File: src/rtl/fifo_push_arbiter_pkg.sv
// Shared types and helpers for the FIFO push-side arbiter.
package fifo_arb_pkg;

    typedef enum logic {
        ARB_IDLE  = 1'b0,
        ARB_BURST = 1'b1
    } arb_state_e;

    // Cyclic increment of a producer index; wraps explicitly so NUM_REQ need not be a power of 2.
    function automatic int unsigned rr_next(input int unsigned ptr, input int unsigned num_req);
        return (ptr + 1 >= num_req) ? 0 : ptr + 1;
    endfunction

endpackage

File: src/rtl/fifo_push_arbiter_if.sv
// Producer/FIFO-facing signal bundle of the push arbiter.
interface fifo_push_arbiter_if #(
    parameter int unsigned NUM_REQ     = 4,
    parameter int unsigned DATA_WIDTH  = 32,
    parameter int unsigned LOG_NUM_REQ = $clog2(NUM_REQ)
);
    logic                                 flush_i;
    logic [NUM_REQ-1:0]                   req_valid_i;
    logic [NUM_REQ-1:0][DATA_WIDTH-1:0]   req_dat_i;
    logic [NUM_REQ-1:0]                   req_ready_o;
    logic                                 fifo_full_i;
    logic                                 fifo_push_o;
    logic [DATA_WIDTH-1:0]                fifo_dat_o;
    logic                                 fifo_flush_o;
    logic                                 grant_vld_o;
    logic [LOG_NUM_REQ-1:0]               grant_idx_o;

    // Producers, FIFO status and control drive the arbiter.
    modport master (
        output flush_i, req_valid_i, req_dat_i, fifo_full_i,
        input  req_ready_o, fifo_push_o, fifo_dat_o, fifo_flush_o, grant_vld_o, grant_idx_o
    );

    modport slave (
        input  flush_i, req_valid_i, req_dat_i, fifo_full_i,
        output req_ready_o, fifo_push_o, fifo_dat_o, fifo_flush_o, grant_vld_o, grant_idx_o
    );

endinterface

File: src/rtl/fifo_push_arbiter_dffr.sv
// Plain register with asynchronous active-high reset to a parameterised value.
module dffr #(
    parameter int unsigned       WIDTH   = 1,
    parameter logic [WIDTH-1:0]  RST_VAL = '0
) (
    input  logic             i_clk,
    input  logic             i_rst,
    input  logic [WIDTH-1:0] i_d,
    output logic [WIDTH-1:0] o_q
);

    always_ff @(posedge i_clk or posedge i_rst) begin
        if (i_rst) begin
            o_q <= RST_VAL;
        end else begin
            o_q <= i_d;
        end
    end

endmodule

File: src/rtl/fifo_push_arbiter_rr_pick.sv
// Combinational round-robin pick: first set request at or after the pointer, cyclically.
module rr_pick #(
    parameter int unsigned NUM_REQ     = 4,
    parameter int unsigned LOG_NUM_REQ = $clog2(NUM_REQ)
) (
    input  logic [NUM_REQ-1:0]     i_req,
    input  logic [LOG_NUM_REQ-1:0] i_ptr,
    output logic [LOG_NUM_REQ-1:0] o_idx,
    output logic                   o_any
);

    int unsigned            w_cand;
    logic [LOG_NUM_REQ-1:0] w_sel;

    // Scan from the farthest offset down so the nearest hit overwrites earlier ones.
    always_comb begin
        o_idx  = '0;
        o_any  = 1'b0;
        w_cand = 0;
        w_sel  = '0;
        for (int i = int'(NUM_REQ) - 1; i >= 0; i--) begin
            w_cand = int'(i_ptr) + i;
            if (w_cand >= NUM_REQ) begin
                w_cand = w_cand - NUM_REQ;
            end
            w_sel = LOG_NUM_REQ'(w_cand);
            if (i_req[w_sel]) begin
                o_idx = w_sel;
                o_any = 1'b1;
            end
        end
    end

endmodule

File: src/rtl/fifo_push_arbiter.sv
// Round-robin arbiter sharing one FIFO push port among NUM_REQ producers, with bounded bursts.
module fifo_push_arbiter
    import fifo_arb_pkg::*;
#(
    parameter int unsigned NUM_REQ     = 4,
    parameter int unsigned DATA_WIDTH  = 32,
    parameter int unsigned MAX_BURST   = 4,
    parameter int unsigned LOG_NUM_REQ = $clog2(NUM_REQ)
) (
    input  logic                 clk_i,
    input  logic                 rst_i,
    fifo_push_arbiter_if.slave   arb_if
);

    localparam int unsigned BEAT_W = $clog2(MAX_BURST + 1);

    logic                   r_state;
    logic [LOG_NUM_REQ-1:0] r_rr_ptr;
    logic [LOG_NUM_REQ-1:0] r_gnt;
    logic [BEAT_W-1:0]      r_beat_cnt;

    arb_state_e             w_state;
    arb_state_e             w_state_d;
    logic [LOG_NUM_REQ-1:0] w_rr_ptr_d;
    logic [LOG_NUM_REQ-1:0] w_gnt_d;
    logic [BEAT_W-1:0]      w_beat_cnt_d;

    logic [LOG_NUM_REQ-1:0] w_win;
    logic                   w_any;
    logic                   w_burst;
    logic                   w_gnt_valid;
    logic                   w_open;
    logic                   w_accept;
    logic [BEAT_W-1:0]      w_beat_inc;
    logic                   w_last;
    logic [LOG_NUM_REQ-1:0] w_rr_after;
    logic [DATA_WIDTH-1:0]  w_dat;

    rr_pick #(
        .NUM_REQ     (NUM_REQ),
        .LOG_NUM_REQ (LOG_NUM_REQ)
    ) u_rr_pick (
        .i_req (arb_if.req_valid_i),
        .i_ptr (r_rr_ptr),
        .o_idx (w_win),
        .o_any (w_any)
    );

    assign w_state     = arb_state_e'(r_state);
    assign w_burst     = (w_state == ARB_BURST);
    assign w_gnt_valid = arb_if.req_valid_i[r_gnt];
    // Granted slot is open to a beat unless the FIFO is full or a flush is in progress.
    assign w_open      = w_burst & ~arb_if.fifo_full_i & ~arb_if.flush_i;
    assign w_accept    = w_open & w_gnt_valid;
    assign w_beat_inc  = r_beat_cnt + 1'b1;
    assign w_last      = (w_beat_inc == BEAT_W'(MAX_BURST));
    assign w_rr_after  = LOG_NUM_REQ'(rr_next(int'(r_gnt), NUM_REQ));

    always_comb begin
        w_state_d    = w_state;
        w_rr_ptr_d   = r_rr_ptr;
        w_gnt_d      = r_gnt;
        w_beat_cnt_d = r_beat_cnt;
        if (arb_if.flush_i) begin
            w_state_d    = ARB_IDLE;
            w_rr_ptr_d   = '0;
            w_beat_cnt_d = '0;
        end else begin
            unique case (w_state)
                ARB_IDLE: begin
                    if (w_any) begin
                        w_state_d    = ARB_BURST;
                        w_gnt_d      = w_win;
                        w_beat_cnt_d = '0;
                    end
                end
                ARB_BURST: begin
                    if (!w_gnt_valid) begin
                        w_state_d  = ARB_IDLE;
                        w_rr_ptr_d = w_rr_after;
                    end else if (w_accept) begin
                        w_beat_cnt_d = w_beat_inc;
                        if (w_last) begin
                            w_state_d  = ARB_IDLE;
                            w_rr_ptr_d = w_rr_after;
                        end
                    end
                end
            endcase
        end
    end

    dffr #(.WIDTH(1), .RST_VAL(1'b0)) u_state_q (
        .i_clk (clk_i),
        .i_rst (rst_i),
        .i_d   (1'(w_state_d)),
        .o_q   (r_state)
    );

    dffr #(.WIDTH(LOG_NUM_REQ), .RST_VAL('0)) u_rr_ptr_q (
        .i_clk (clk_i),
        .i_rst (rst_i),
        .i_d   (w_rr_ptr_d),
        .o_q   (r_rr_ptr)
    );

    dffr #(.WIDTH(LOG_NUM_REQ), .RST_VAL('0)) u_gnt_q (
        .i_clk (clk_i),
        .i_rst (rst_i),
        .i_d   (w_gnt_d),
        .o_q   (r_gnt)
    );

    dffr #(.WIDTH(BEAT_W), .RST_VAL('0)) u_beat_cnt_q (
        .i_clk (clk_i),
        .i_rst (rst_i),
        .i_d   (w_beat_cnt_d),
        .o_q   (r_beat_cnt)
    );

    always_comb begin
        arb_if.req_ready_o = '0;
        if (w_open) begin
            arb_if.req_ready_o[r_gnt] = 1'b1;
        end
    end

    assign w_dat               = arb_if.req_dat_i[r_gnt];
    assign arb_if.fifo_dat_o   = w_dat;
    assign arb_if.fifo_push_o  = w_accept;
    assign arb_if.fifo_flush_o = arb_if.flush_i;
    assign arb_if.grant_vld_o  = w_burst;
    assign arb_if.grant_idx_o  = r_gnt;

endmodule

File: src/flat_wrapper.sv
// flat-port wrapper written by rule: the top's interface ports become plain ports
module fifo_push_arbiter_flat import fifo_arb_pkg::*;
#(
    parameter int unsigned NUM_REQ     = 4,
    parameter int unsigned DATA_WIDTH  = 32,
    parameter int unsigned MAX_BURST   = 4,
    parameter int unsigned LOG_NUM_REQ = $clog2(NUM_REQ)
)
  (clk_i, rst_i, arb_if_flush_i, arb_if_req_valid_i, arb_if_req_dat_i, arb_if_fifo_full_i, arb_if_req_ready_o, arb_if_fifo_push_o, arb_if_fifo_dat_o, arb_if_fifo_flush_o, arb_if_grant_vld_o, arb_if_grant_idx_o);
  fifo_push_arbiter_if #(.NUM_REQ(NUM_REQ), .DATA_WIDTH(DATA_WIDTH), .LOG_NUM_REQ(LOG_NUM_REQ)) arb_if_i ();
  input  logic clk_i;
  input  logic rst_i;
  input wire logic [$bits(arb_if_i.flush_i)-1:0] arb_if_flush_i;
  input wire logic [$bits(arb_if_i.req_valid_i)-1:0] arb_if_req_valid_i;
  input wire logic [$bits(arb_if_i.req_dat_i)-1:0] arb_if_req_dat_i;
  input wire logic [$bits(arb_if_i.fifo_full_i)-1:0] arb_if_fifo_full_i;
  output wire logic [$bits(arb_if_i.req_ready_o)-1:0] arb_if_req_ready_o;
  output wire logic [$bits(arb_if_i.fifo_push_o)-1:0] arb_if_fifo_push_o;
  output wire logic [$bits(arb_if_i.fifo_dat_o)-1:0] arb_if_fifo_dat_o;
  output wire logic [$bits(arb_if_i.fifo_flush_o)-1:0] arb_if_fifo_flush_o;
  output wire logic [$bits(arb_if_i.grant_vld_o)-1:0] arb_if_grant_vld_o;
  output wire logic [$bits(arb_if_i.grant_idx_o)-1:0] arb_if_grant_idx_o;
  assign arb_if_i.flush_i = arb_if_flush_i;
  assign arb_if_i.req_valid_i = arb_if_req_valid_i;
  assign arb_if_i.req_dat_i = arb_if_req_dat_i;
  assign arb_if_i.fifo_full_i = arb_if_fifo_full_i;
  assign arb_if_req_ready_o = arb_if_i.req_ready_o;
  assign arb_if_fifo_push_o = arb_if_i.fifo_push_o;
  assign arb_if_fifo_dat_o = arb_if_i.fifo_dat_o;
  assign arb_if_fifo_flush_o = arb_if_i.fifo_flush_o;
  assign arb_if_grant_vld_o = arb_if_i.grant_vld_o;
  assign arb_if_grant_idx_o = arb_if_i.grant_idx_o;
  fifo_push_arbiter #(.NUM_REQ(NUM_REQ), .DATA_WIDTH(DATA_WIDTH), .MAX_BURST(MAX_BURST), .LOG_NUM_REQ(LOG_NUM_REQ)) u_core (.clk_i(clk_i), .rst_i(rst_i), .arb_if(arb_if_i));
endmodule
File: config.mk
export PLATFORM = sky130hd
export DESIGN_NAME = fifo_push_arbiter_flat
export DESIGN_NICKNAME = d
export VERILOG_FILES = /design/src/rtl/fifo_push_arbiter_pkg.sv /design/src/rtl/fifo_push_arbiter_if.sv /design/src/rtl/fifo_push_arbiter_dffr.sv /design/src/rtl/fifo_push_arbiter_rr_pick.sv /design/src/rtl/fifo_push_arbiter.sv /design/src/flat_wrapper.sv
export SDC_FILE = /design/constraint.sdc
export NUM_CORES = 1
export LEC_CHECK = 0
export BUFFER_PORTS_ARGS = -buffer_cell sky130_fd_sc_hd__clkbuf_2
export CAP_MARGIN = 30
export CORE_MARGIN = 10
export CORE_UTILIZATION = 33
export DETAILED_ROUTE_END_ITERATION = 16
export GPL_TIMING_DRIVEN = 0
export PLACE_DENSITY = 0.82
export SLEW_MARGIN = 20
export SYNTH_ARGS = -nofsm -noshare
export SYNTH_HDL_FRONTEND = slang
export SYNTH_SLANG_ARGS = --single-unit
File: constraint.sdc
create_clock -name clk_i -period 2.5 [get_ports clk_i]
set_clock_uncertainty 0.2 [all_clocks]
set_input_delay 0.375 -clock clk_i [delete_from_list [all_inputs] [get_ports clk_i]]
set_output_delay 0.375 -clock clk_i [all_outputs]
set_load 0.01 [all_outputs]
Yosys cells after proc, flatten, opt, wreduce, memory -nomap -nowiden
Index checks and enable logic that the tools add are counted.

Magnitude comparators: 11. Bitwise operators: 6. Equality and inequality tests: 6. Mux-type cells: 44. Reductions and logical operators: 5. $add $sub $neg: 9.

Operators by type and width (count): $bmux W32 S2 (1); $mux W32 (1); $mux W2 (14); $lt A2 B3 Y1 const B (5); $mux W1 (15); $ge A3 B3 Y1 const B (4); $mux W3 (4); $ne A3 B3 Y1 const B (4); $bmux W1 S2 (5); $reduce_and A3 Y1 (3); $sub A2 B1 Y2 const B (4); $add A2 B1 Y3 const B (2); $add A2 B2 Y3 const B (2); $pmux W3 S2 (1); $mux W4 (1); $add A3 B1 Y3 const B (1); $and A1 B1 Y1 (3); $eq A3 B3 Y1 const B (1); $ge A2 B3 Y1 const B (1); $ne A3 B2 Y1 const B (1); $not A1 Y1 (3); $demux W1 S2 (1); $ge A2 B1 Y1 const B (1); $pmux W1 S2 (1); 2 further kinds (2).

Output and inout bits: 41. Bits in registers: 8. Bits of input ports: 136. Logic and storage cells: 85.

Longest topological paths before layout
Gate-level depths: netlist of the first run.

Word-level depth: 12. Mapped depth: 6. Gate-level depth less buffers: 5.

Modules after synthesis
Synthesis of the first run repeated with hierarchy kept, for this count alone.

Cell total of the unflattened synthesis: 113. Area total of the unflattened synthesis: 1442.6 um^2.

By module, submodules not included: fifo_push_arbiter (instances 1, area an instance 1149.9 um^2, cells an instance 88); dffr at u_core.u_gnt_q ... (instances 2, area an instance 53.8 um^2, cells an instance 3); dffr at u_core.u_beat_cnt_q (instances 1, area an instance 78.8 um^2, cells an instance 4); rr_pick (instances 1, area an instance 77.6 um^2, cells an instance 13); dffr at u_core.u_state_q (instances 1, area an instance 28.8 um^2, cells an instance 2).

Worst setup path after synthesis of the first run
Ideal clock, no wire load.

Path type: flip-flop to output port. Start: register u_core.u_gnt_q.o_q[0]. End: output port arb_if_fifo_dat_o[0]. Data required time: 1.925 ns. Setup slack: 0.404 ns. Path buffers: 2. Stages on the path, launching flop included: 4. Arrival time: 1.521 ns. Cells stage by stage: dfrtp_1 > buf_2 > buf_2 > mux4_2.

Cells in the longest elaborated chain, start to end: 2.

Ends and longest elaborated chain: start: declaration (RTL line fifo_push_arbiter_dffr.sv:9) `output logic [WIDTH-1:0] o_q`; start signal: assignment (RTL line fifo_push_arbiter_dffr.sv:16) `o_q <= i_d;`; $bmux W32 S2 (RTL line fifo_push_arbiter.sv:128) `assign w_dat = arb_if.req_dat_i[r_gnt];`; $mux W32 (not written as such) (RTL line fifo_push_arbiter.sv:128); end: declaration (RTL line flat_wrapper.sv:19) `output wire logic [$bits(arb_if_i.fifo_dat_o)-1:0] arb_if_fifo_dat_o;`.

No other way between the ends. The select of a mux whose other input is x is not followed.

Worst setup path after layout of the first run
Start: register u_core.u_gnt_q.o_q[0]. End: output port arb_if_fifo_dat_o[9].

The elaborated chain is that of the path after synthesis.

==> summary.txt, run 1 <==
Route
  – Detail Route Antenna Nets: 0
  – Via count: 1727
  – DRC viols: 0
  – Max Used Layer: met4
  – Metal2 WL: 4280 microns
  – Vias per cell: 5.16
  – Starting DRT DRC Count: 88
  – Final wirelength: 7590 microns
  – DRT Pass-1 Iters: 6
  – Metal3 WL: 701 microns
  – WL met1: 2460 microns
  – Wirelength per Cell: 22.7 microns

Worst setup path
  – CP max stage delay: 0.55 ns
  – Slowest cell on crit path: mux4_2
  – CP max FO: 10
  – Worst R2R Start: u_core.u_gnt_q.o_q[1]
  – Critical path endpoint category: output pin
  – CP Launch Type: register
  – Cell chain of the critical path: clkbuf_4 -> buf_4 -> mux4_2 -> clkbuf_2
  – Critical path type: register to output pin
  – FF-to-FF path depth: 5
  – Crit Reg-Reg Endpoint: u_core.u_beat_cnt_q.o_q[1]
  – Critical Path Sink: arb_if_fifo_dat_o[9]
  – Crit path launch: u_core.u_gnt_q.o_q[0]
  – WP data required: 1.92 ns
  – Crit path arrival time: 1.82 ns
  – R2r setup slk: 0.38 ns

Power and ir drop
  – Sw frac: 40.6%
  – Flop pwr share: 12.6%
  – Sw Pwr: 0.549 mW
  – Comb pwr share: 75.8%
  – Int Pwr: 0.803 mW
  – LEAKAGE: 1.28 nW
  – Clock power share: 11.7%
  – PwrDens: 566 nW/um^2
  – VDD IR max: 0.000257 V

Die
  – IO Pins: 177
  – Die Width: 84.9 microns
  – Core box area: 4030 sq um
  – Overall die height: 84.9 microns
  – Die ar.: 7200 sq um
  – Row count: 23
  – Starting Density: 34.5%

CTS
  – Clk_lat worst skew: 0.23 ns
  – Clk root buf: clkbuf_8
  – Setup bufs post-CTS: 0
  – Clock Tree Buf Depth: 2
  – Total CTS buffers: 3
  – H-tree depth: 1
  – CTS sink count: 8
  – CTS tree: yes
  – Clock transition at the registers of the reported paths: 0.04 ns

Logic synthesis
  – Avg Cell Area, Syn: 13.1 sq um
  – Syn Inst Count: 106
  – Yosys cell types: 30
  – Synth Register Bits: 8
  – Syn_nets: 248
  – Ys Warns: 0
  – Post-synthesis sequential area ratio: 14.4%
  – Top_reg_cell synth: dfrtp_1
  – Synthesized cell area: 1390 sq um
  – Number of synthesized flops with an enable pin: 0
  – Post-synth ARST share: 100%

GRT
  – Antenna violations before repair: 0
  – First-pass GRT wire length: 11300 microns
  – GRT overflow: 0
  – GRT Total Usage: 19.6%
  – Largest net degree at the start of global routing: 11
  – Vias in the first global route: 1970

Layout
  – Most common cell after layout, fill and taps aside: clkbuf_2
  – Share of cells above drive strength 1: 77.5%
  – Highest-count cells in the layout ignoring fill and taps: 176 x clkbuf_2, 33 x mux4_2, 8 x dfrtp_1
  – Fillers: 354
  – Synth-to-Final Area Change: 72.1%
  – Ant diodes: 0
  – Non-Filler Instances: 335
  – Final net count: 429

Timing
  – Fmax: 417 MHz
  – Tmin final: 2.40 ns
  – Rel. slew slack: 64.2%
  – RSZ-0062 raised after global routing: yes
  – Final setup viols: 0
  – Worst slew pin tran: 0.536 ns
  – Setup slack after layout: 0.103 ns
  – Final period utilization: 95.9%
  – Hold Vio Cnt, Final: 0
  – Slew Limit Fails: 0

Outcome
  – Outcome: completed

Place
  – Port buffer count: 175
  – Routability cong.: 0.886
  – Pre-CTS setup slack: 0.180 ns
  – Placed Cells: 331
  – DPL Wire Length: 7050 microns

Hold path
  – Worst Hold Class: register to register

Flow run
  – Max-cap viol count: 0
cells in the mapped netlist, drive strengths merged, types with 2 or more instances:
| cell | n | area share, % |
|---|---|---|
| o21ai | 4 | 1.4 |
| nor2 | 6 | 1.6 |
| mux2i | 2 | 1.4 |
| buf | 6 | 2.8 |
| mux2 | 3 | 2.4 |
| a21oi | 2 | 0.72 |
| nor2b | 4 | 1.8 |
| dfrtp | 8 | 14 |
| nand2b | 3 | 1.4 |
| mux4 | 33 | 54 |
| inv | 5 | 1.4 |
| and2 | 5 | 2.3 |
| ha | 6 | 5.4 |
| clkbuf | 4 | 1.1 |
| nor3b | 2 | 1.8 |
routing by layer:
layer / track usage, % / up-vias
met4: 4.94 / 0
met3: 5.45 / 13
li1: - / 793
met2: 38.6 / 95
met5: 0 / -
met1: 19.4 / 826
through the flow:
step | util (%) | hold slack (ns) | cell area [sq um] | setup TNS, ns | power, mW
2_1_floorplan | - | -0.00934 | 1390 | 0 | 0.806
3_3_place_gp | 57.8 | 0.115 | 2330 | 0 | 1.17
3_5_place_dp | 57.8 | 0.122 | 2330 | 0 | 1.19
4_1_cts | 59.1 | 0.323 | 2380 | -0.968 | 1.36
5_1_grt | 59.3 | 0.356 | 2390 | -0.0196 | 1.46
6_report | 59.3 | 0.327 | 2390 | 0 | 1.35
power by group through the flow:
stage / combinational [mW] / sequential (mW) / clock, mW
finish: 1.02 / 0.170 / 0.158
global route: 1.11 / 0.173 / 0.172
CTS: 1.03 / 0.170 / 0.161
detailed placement: 1.02 / 0.172 / 0
global placement: 1.00 / 0.171 / 0
floorplan: 0.635 / 0.171 / 0
flip-flops by register name (all words and copies together), names as in the netlist:
| name | flops |
|---|---|
| u_core.u_beat_cnt_q.o_q | 3 |
| u_core.u_gnt_q.o_q | 2 |
| u_core.u_rr_ptr_q.o_q | 2 |
| u_core.u_state_q.o_q | 1 |
worst min path at each step:
stage | start | cells past startpoint | end | slack, ns
after detailed placement | rst_i | 2 | u_core.u_beat_cnt_q.o_q[0] | 0.12
after floorplan | rst_i | 1 | u_core.u_beat_cnt_q.o_q[0] | -0.009
after CTS | arb_if_flush_i | 2 | u_core.u_state_q.o_q | 0.32
final | u_core.u_beat_cnt_q.o_q[1] | 1 | u_core.u_beat_cnt_q.o_q[1] | 0.33
after global placement | rst_i | 2 | u_core.u_beat_cnt_q.o_q[0] | 0.12
after global routing | arb_if_flush_i | 2 | u_core.u_state_q.o_q | 0.36
layout make-up:
class                      instances  area (sq um)  share of cell area (%)
buffer                            10          65.1                    2.72
clock buffer                       3          41.3                    1.73
inverter                           5          18.8                   0.785
multi-input combinational         83          1120                    46.7
sequential                         8           200                    8.38
tap                               50          62.6                    2.62
timing repair buffer             176           886                    37.1
kinds of logic (layout without fill, tap and decap cells):
logic type,after synthesis,in the layout,share of synthesized area (%)
adder cells (fa/ha/maj),6,6,5.41
XOR/XNOR,1,1,0.631
buffers and inverters,15,194,5.23
AO/OA/AOI/OAI,12,12,5.41
multiplexers,38,38,57.4
AND/OR/NAND/NOR,26,26,11.5
flip-flops,8,8,14.4
repair_timing:
item,4_1_cts,5_1_grt
resized for setup,1,7
cloned,0,0
hold buffers,1,0
hold endpoints to repair,8,0
pin swaps,0,0
setup endpoints to repair,28,31
worst max-delay path: cells and delay by family, from the launching register on:
kind	cells	cell delay, ns
buffers and inverters	3	0.64
flip-flops	1	0.40
multiplexers	1	0.55
Power figures use the tool's default switching activity.
==> run 2: changes to the inputs <==
- CORE_ASPECT_RATIO: unset -> 0.75
==> run 2 against run 1 <==
Hold slack worse by 0.013 ns. Worst setup slack better by 0.012 ns. Global-route usage down 0.19 points. Combinational power about the same. Flip-flop and latch count unchanged. Via count up 2.2%. Sequential power about the same. Largest power group unchanged. Utilization down 0.21 points. Highest routed layer unchanged. Die area up 0.37%. Routed wire length down 2.6%. Design area up 0.26%. Maximum frequency up 0.50%.
==> summary.txt, run 2 (synthesis gave the netlist of run 1 again) <==
Outcome
  – Outcome: completed

Worst setup path
  – Critical path endpoint category: output pin
  – Critical path type: register to output pin
  – WP data required: 1.92 ns
  – CP max FO: 10
  – Cell chain of the critical path: clkbuf_4 -> buf_4 -> mux4_2 -> clkbuf_2
  – Crit path arrival time: 1.81 ns
  – CP max stage delay: 0.52 ns
  – Slowest cell on crit path: mux4_2
  – CP Launch Type: register
  – CP top delay family: buffers and inverters
  – Buf+Inv Stages, Crit Path: 3

Die
  – Overall die height: 76.2 microns
  – Die Width: 94.9 microns
  – IO Pins: 177
  – Starting Density: 34.3%
  – Core box area: 4050 sq um
  – Die ar.: 7230 sq um
  – Row count: 20

Flow run
  – Max-cap viol count: 0

Power and ir drop
  – LEAKAGE: 1.28 nW
  – PwrDens: 560 nW/um^2
  – Total power: 1.34 mW
  – VDD IR max: 0.000383 V

Layout
  – Share of cells above drive strength 1: 77.5%
  – Final net count: 429
  – Largest register FFs: 3
  – Highest-count cells in the layout ignoring fill and taps: 176 x clkbuf_2, 33 x mux4_2, 8 x dfrtp_1
  – Final instance area: 2400 sq um
  – Regs by FF count: u_core.u_beat_cnt_q.o_q (3), u_core.u_gnt_q.o_q (2), u_core.u_rr_ptr_q.o_q (2)
  – Non-Filler Instances: 340
  – Ant diodes: 0
  – Most common cell after layout, fill and taps aside: clkbuf_2
  – Synth-to-Final Area Change: 72.5%
  – Largest register by flop count: u_core.u_beat_cnt_q.o_q
  – Fillers: 378

CTS
  – CTS sink count: 8
  – Clk root buf: clkbuf_8
  – Clk_lat worst skew: 0.23 ns
  – Clock transition at the registers of the reported paths: 0.04 ns
  – H-tree depth: 1
  – Total CTS buffers: 3
  – CTS tree: yes
  – Clock Tree Buf Depth: 2

Timing
  – Hold Vio Cnt, Final: 0
  – Final period utilization: 95.4%
  – Rel. slew slack: 63.1%
  – RSZ-0062 raised after global routing: no
  – Worst slew pin tran: 0.554 ns
  – Fmax: 419 MHz
  – Final setup viols: 0
  – Slew Limit Fails: 0
  – Tmin final: 2.39 ns

Route
  – Final wirelength: 7390 microns
  – Starting DRT DRC Count: 72
  – Wirelength per Cell: 21.7 microns
  – DRT Pass-1 Iters: 4
  – DRC viols: 0
  – Vias per cell: 5.19
  – Via count: 1765
  – Detail Route Antenna Nets: 0

Place
  – Routability cong.: 0.973
  – Port buffer count: 175
  – Placed Cells: 336
  – DPL Wire Length: 6900 microns
  – DP Area: 2330 sq um

GRT
  – GRT overflow: 0
  – Vias in the first global route: 1971
  – Antenna violations before repair: 0
  – GRT Total Usage: 19.4%
  – Largest net degree at the start of global routing: 11
  – First-pass GRT wire length: 11000 microns

Hold path
  – Worst Hold Class: input port to register
==> run 2: cell counts in the layout (fill, tap and decap cells not counted) <==
Identical to the previous run, type by type.
==> run 2: power by group <==
group	leakage, nW	total (mW)	switching, mW	internal, mW
logic	1.15	1.02	0.470	0.551
clock network	0.0216	0.153	0.0490	0.104
registers	0.107	0.169	0.0216	0.147
==> run 2: cell type report <==
type | instances | area [sq um] | share of cell area, %
Sequential cell | 8 | 200 | 8.36
Buffer | 10 | 65.1 | 2.72
Timing Repair Buffer | 176 | 886 | 37.0
Tap cell | 55 | 68.8 | 2.87
Clock buffer | 3 | 41.3 | 1.72
Multi-Input combinational cell | 83 | 1120 | 46.6
Inverter | 5 | 18.8 | 0.783
==> run 2: what timing repair did <==
action,in CTS,in global routing
hold buffers,1,0
hold endpoints to repair,8,0
gates cloned,0,0
buffers inserted,0,0
gates resized for setup,1,7
endpoints found under the setup margin,28,31
==> run 2: per-layer routing <==
layer	vias up	wire length (microns)	share of wire [%]	global-route usage, %
met2	106	3990	54	37.3
li1	797	-	-	-
met5	-	0	0	0
met3	14	698	9.4	5.51
met4	0	178	2.4	5.37
met1	848	2530	34	19.3
==> run 2: final timing paths <==
kind                       cells after the start  slack, ns                         end                       start
max                                            4       0.11       arb_if_fifo_dat_o[27]       u_core.u_gnt_q.o_q[0]
min                                            3       0.31       u_core.u_gnt_q.o_q[1]       arb_if_req_valid_i[3]
max reg2reg                                    5       0.36  u_core.u_beat_cnt_q.o_q[1]       u_core.u_gnt_q.o_q[1]
min reg2reg                                    1       0.32  u_core.u_beat_cnt_q.o_q[1]  u_core.u_beat_cnt_q.o_q[1]
max in group asynchronous                      3       1.42        u_core.u_state_q.o_q                       rst_i
min in group asynchronous                      3       0.44    u_core.u_rr_ptr_q.o_q[0]                       rst_i
==> run 2: tightest hold or removal path, cell delays in order <==
cell and delay [ns]:
clkbuf_2 0.13, a21oi_1 0.05, o22ai_1 0.13
==> run 2: per-stage QoR <==
stage	worst slack [ns]	hold WS [ns]	util (%)	setup TNS, ns
finish	0.115	0.313	59.1	0
CTS	-0.0704	0.303	58.9	-0.945
detailed placement	0.164	0.127	57.6	0
floorplan	0.404	-0.00934	-	0
global placement	0.216	0.125	57.6	0
global route	0.00958	0.317	59.1	0
==> run 3: changes to the inputs <==
- CORE_UTILIZATION: 33 -> 29
- PLACE_DENSITY: 0.82 -> 0.76
- clock period: 2.5 -> 2 ns (I/O delays scaled with it)
==> run 3 against run 2 <==
The run now ends with setup timing left. Largest power group unchanged. Highest routed layer unchanged. Non-clock buffer count is 12 higher. Critical path type unchanged. Clock-buffer cell count stayed put. Critical path depth stayed put.
==> summary.txt, run 3 (synthesis gave the netlist of run 1 again) <==
Worst setup path
  – Crit Reg-Reg Endpoint: u_core.u_beat_cnt_q.o_q[1]
  – CP top delay family: multiplexers
  – CP Depth: 4
  – FF-to-FF path depth: 5
  – Critical path type: register to output pin
  – Worst R2R Start: u_core.u_gnt_q.o_q[1]
  – Slowest cell on crit path: mux4_2
  – Cell chain of the critical path: buf_8 -> clkbuf_16 -> mux4_2 -> clkbuf_2
  – Buf+Inv Stages, Crit Path: 3
  – CP max stage delay: 0.50 ns
  – CP Launch Type: register
  – WP data required: 1.50 ns
  – CP max FO: 8
  – R2r setup slk: -0.01 ns
  – Critical path endpoint category: output pin
  – Crit path arrival time: 1.58 ns

CTS
  – H-tree depth: 1
  – Clock transition at the registers of the reported paths: 0.04 ns
  – Clock Tree Buf Depth: 2
  – CTS sink count: 8
  – CTS tree: yes
  – Clk_lat worst skew: 0.23 ns
  – Total CTS buffers: 3
  – Clk root buf: clkbuf_8

GRT
  – GRT Total Usage: 17.0%
  – Vias in the first global route: 1943
  – GRT overflow: 0
  – Largest net degree at the start of global routing: 11
  – Antenna violations before repair: 0
  – First-pass GRT wire length: 10900 microns

Place
  – Port buffer count: 175
  – DPL Wire Length: 6900 microns
  – DP Area: 2360 sq um
  – Routability cong.: 0.906

Die
  – Core box area: 4550 sq um
  – Overall die height: 79.9 microns
  – IO Pins: 177
  – Starting Density: 30.6%
  – Die Width: 99.9 microns
  – Die ar.: 7990 sq um
  – Row count: 21

Timing
  – Hold Vio Cnt, Final: 0
  – Worst slew pin tran: 0.522 ns
  – Hold slack: 0.237 ns
  – Setup slack after layout: -0.0808 ns
  – Tmin final: 2.08 ns
  – Slew Limit Fails: 0
  – Final period utilization: 104%
  – Rel. slew slack: 64.9%
  – Setup total negative slack: -1.83 ns
  – Fmax: 481 MHz
  – RSZ-0062 raised after global routing: yes
  – Final setup viols: 34

Route
  – Final wirelength: 7680 microns
  – Starting DRT DRC Count: 53
  – Wirelength per Cell: 21.7 microns
  – Detail Route Antenna Nets: 0
  – DRT Pass-1 Iters: 4
  – DRC viols: 0
  – Vias per cell: 5.02
  – Via count: 1776

Outcome
  – Outcome: finished with violations
  – Failing checks: setup timing

Layout
  – Final instance area: 2680 sq um
  – Largest register by flop count: u_core.u_beat_cnt_q.o_q
  – Share of cells above drive strength 1: 80.5%
  – Highest-count cells in the layout ignoring fill and taps: 165 x clkbuf_2, 33 x mux4_2, 11 x buf_6
  – Final net count: 441
  – Ant diodes: 0
  – Fillers: 394
  – Most common cell after layout, fill and taps aside: clkbuf_2
  – Synth-to-Final Area Change: 93.2%
  – Regs by FF count: u_core.u_beat_cnt_q.o_q (3), u_core.u_gnt_q.o_q (2), u_core.u_rr_ptr_q.o_q (2)
  – Largest register FFs: 3

Power and ir drop
  – LEAKAGE: 1.42 nW
  – VDD IR max: 0.000470 V
  – PwrDens: 757 nW/um^2

Hold path
  – Worst Hold Class: input port to register
  – HP Start: arb_if_req_valid_i[3]
  – WHS Endpoint: u_core.u_gnt_q.o_q[1]
  – Hold path depth: 3

Flow run
  – Max-cap viol count: 0
-- run 3: cell count changes in the layout (fill, tap and decap cells not counted), moves of 3 or more --
cell	delta
buf_6	+10
buf_4	+6
clkbuf_2	-11
buf_12	+3
buf_8	+3
-- run 3: timing repair --
| item | CTS | global route |
|---|---|---|
| pin swaps | 1 | 1 |
| hold endpoints to repair | 8 | 0 |
| setup buffers | 8 | 2 |
| gates resized for setup | 22 | 33 |
| gates cloned | 0 | 2 |
| hold buffers | 1 | 0 |
| endpoints found under the setup margin | 39 | 40 |
-- run 3: report_power, final --
part	internal, mW	leakage [nW]	switching [mW]
logic	0.966	1.29	0.667
registers	0.185	0.106	0.0249
clock network	0.130	0.0216	0.0591
total	1.28	1.42	0.751
-- run 3: how the worst max path moves through the flow --
stage / start / end / slack [ns]
after floorplan: u_core.u_gnt_q.o_q[1] / u_core.u_beat_cnt_q.o_q[1] / -0.05
after global placement: u_core.u_gnt_q.o_q[0] / arb_if_fifo_dat_o[8] / -0.21
after detailed placement: u_core.u_gnt_q.o_q[0] / arb_if_fifo_dat_o[9] / -0.23
after CTS: u_core.u_gnt_q.o_q[1] / arb_if_fifo_push_o / -0.1
after global routing: u_core.u_gnt_q.o_q[0] / arb_if_fifo_dat_o[9] / -0.13
final: u_core.u_gnt_q.o_q[0] / arb_if_fifo_dat_o[29] / -0.08
-- run 3: worst min-delay path: cells and delay by family --
kind                   cells  cell delay (ns)
AOI/OAI and AO/OA          2             0.17
buffers and inverters      1             0.14
-- run 3: routing by layer --
layer  up-vias  routed length (microns)  track usage, %  share of wire, %
met1       854                     2670            18.7                35
li1        818                        -               -                 -
met3         6                      733            5.97               9.5
met5         -                        0               0                 0
met2        98                     4230            31.7                55
met4         0                       43            2.14              0.56
-- run 3: cell type report --
type                            count  area [sq um]  share of cell area, %
Clock buffer                        3          41.3                   1.54
Tap cell                           57          71.3                   2.66
Sequential cell                     8           201                   7.51
Timing Repair Buffer              188          1090                   40.6
Inverter                            5          18.8                  0.699
Multi-Input combinational cell     83          1150                   42.8
Buffer                             10           115                   4.29
-- run 3: per-stage QoR --
step	utilization, %	setup slack [ns]	power (mW)	instances
after CTS	56.2	-0.0960	1.89	350
final	59.0	-0.0808	2.03	354
after global placement	51.9	-0.214	1.50	338
after detailed placement	51.9	-0.227	1.52	338
after global routing	59.0	-0.135	2.16	354
after floorplan	-	-0.0484	1.03	106
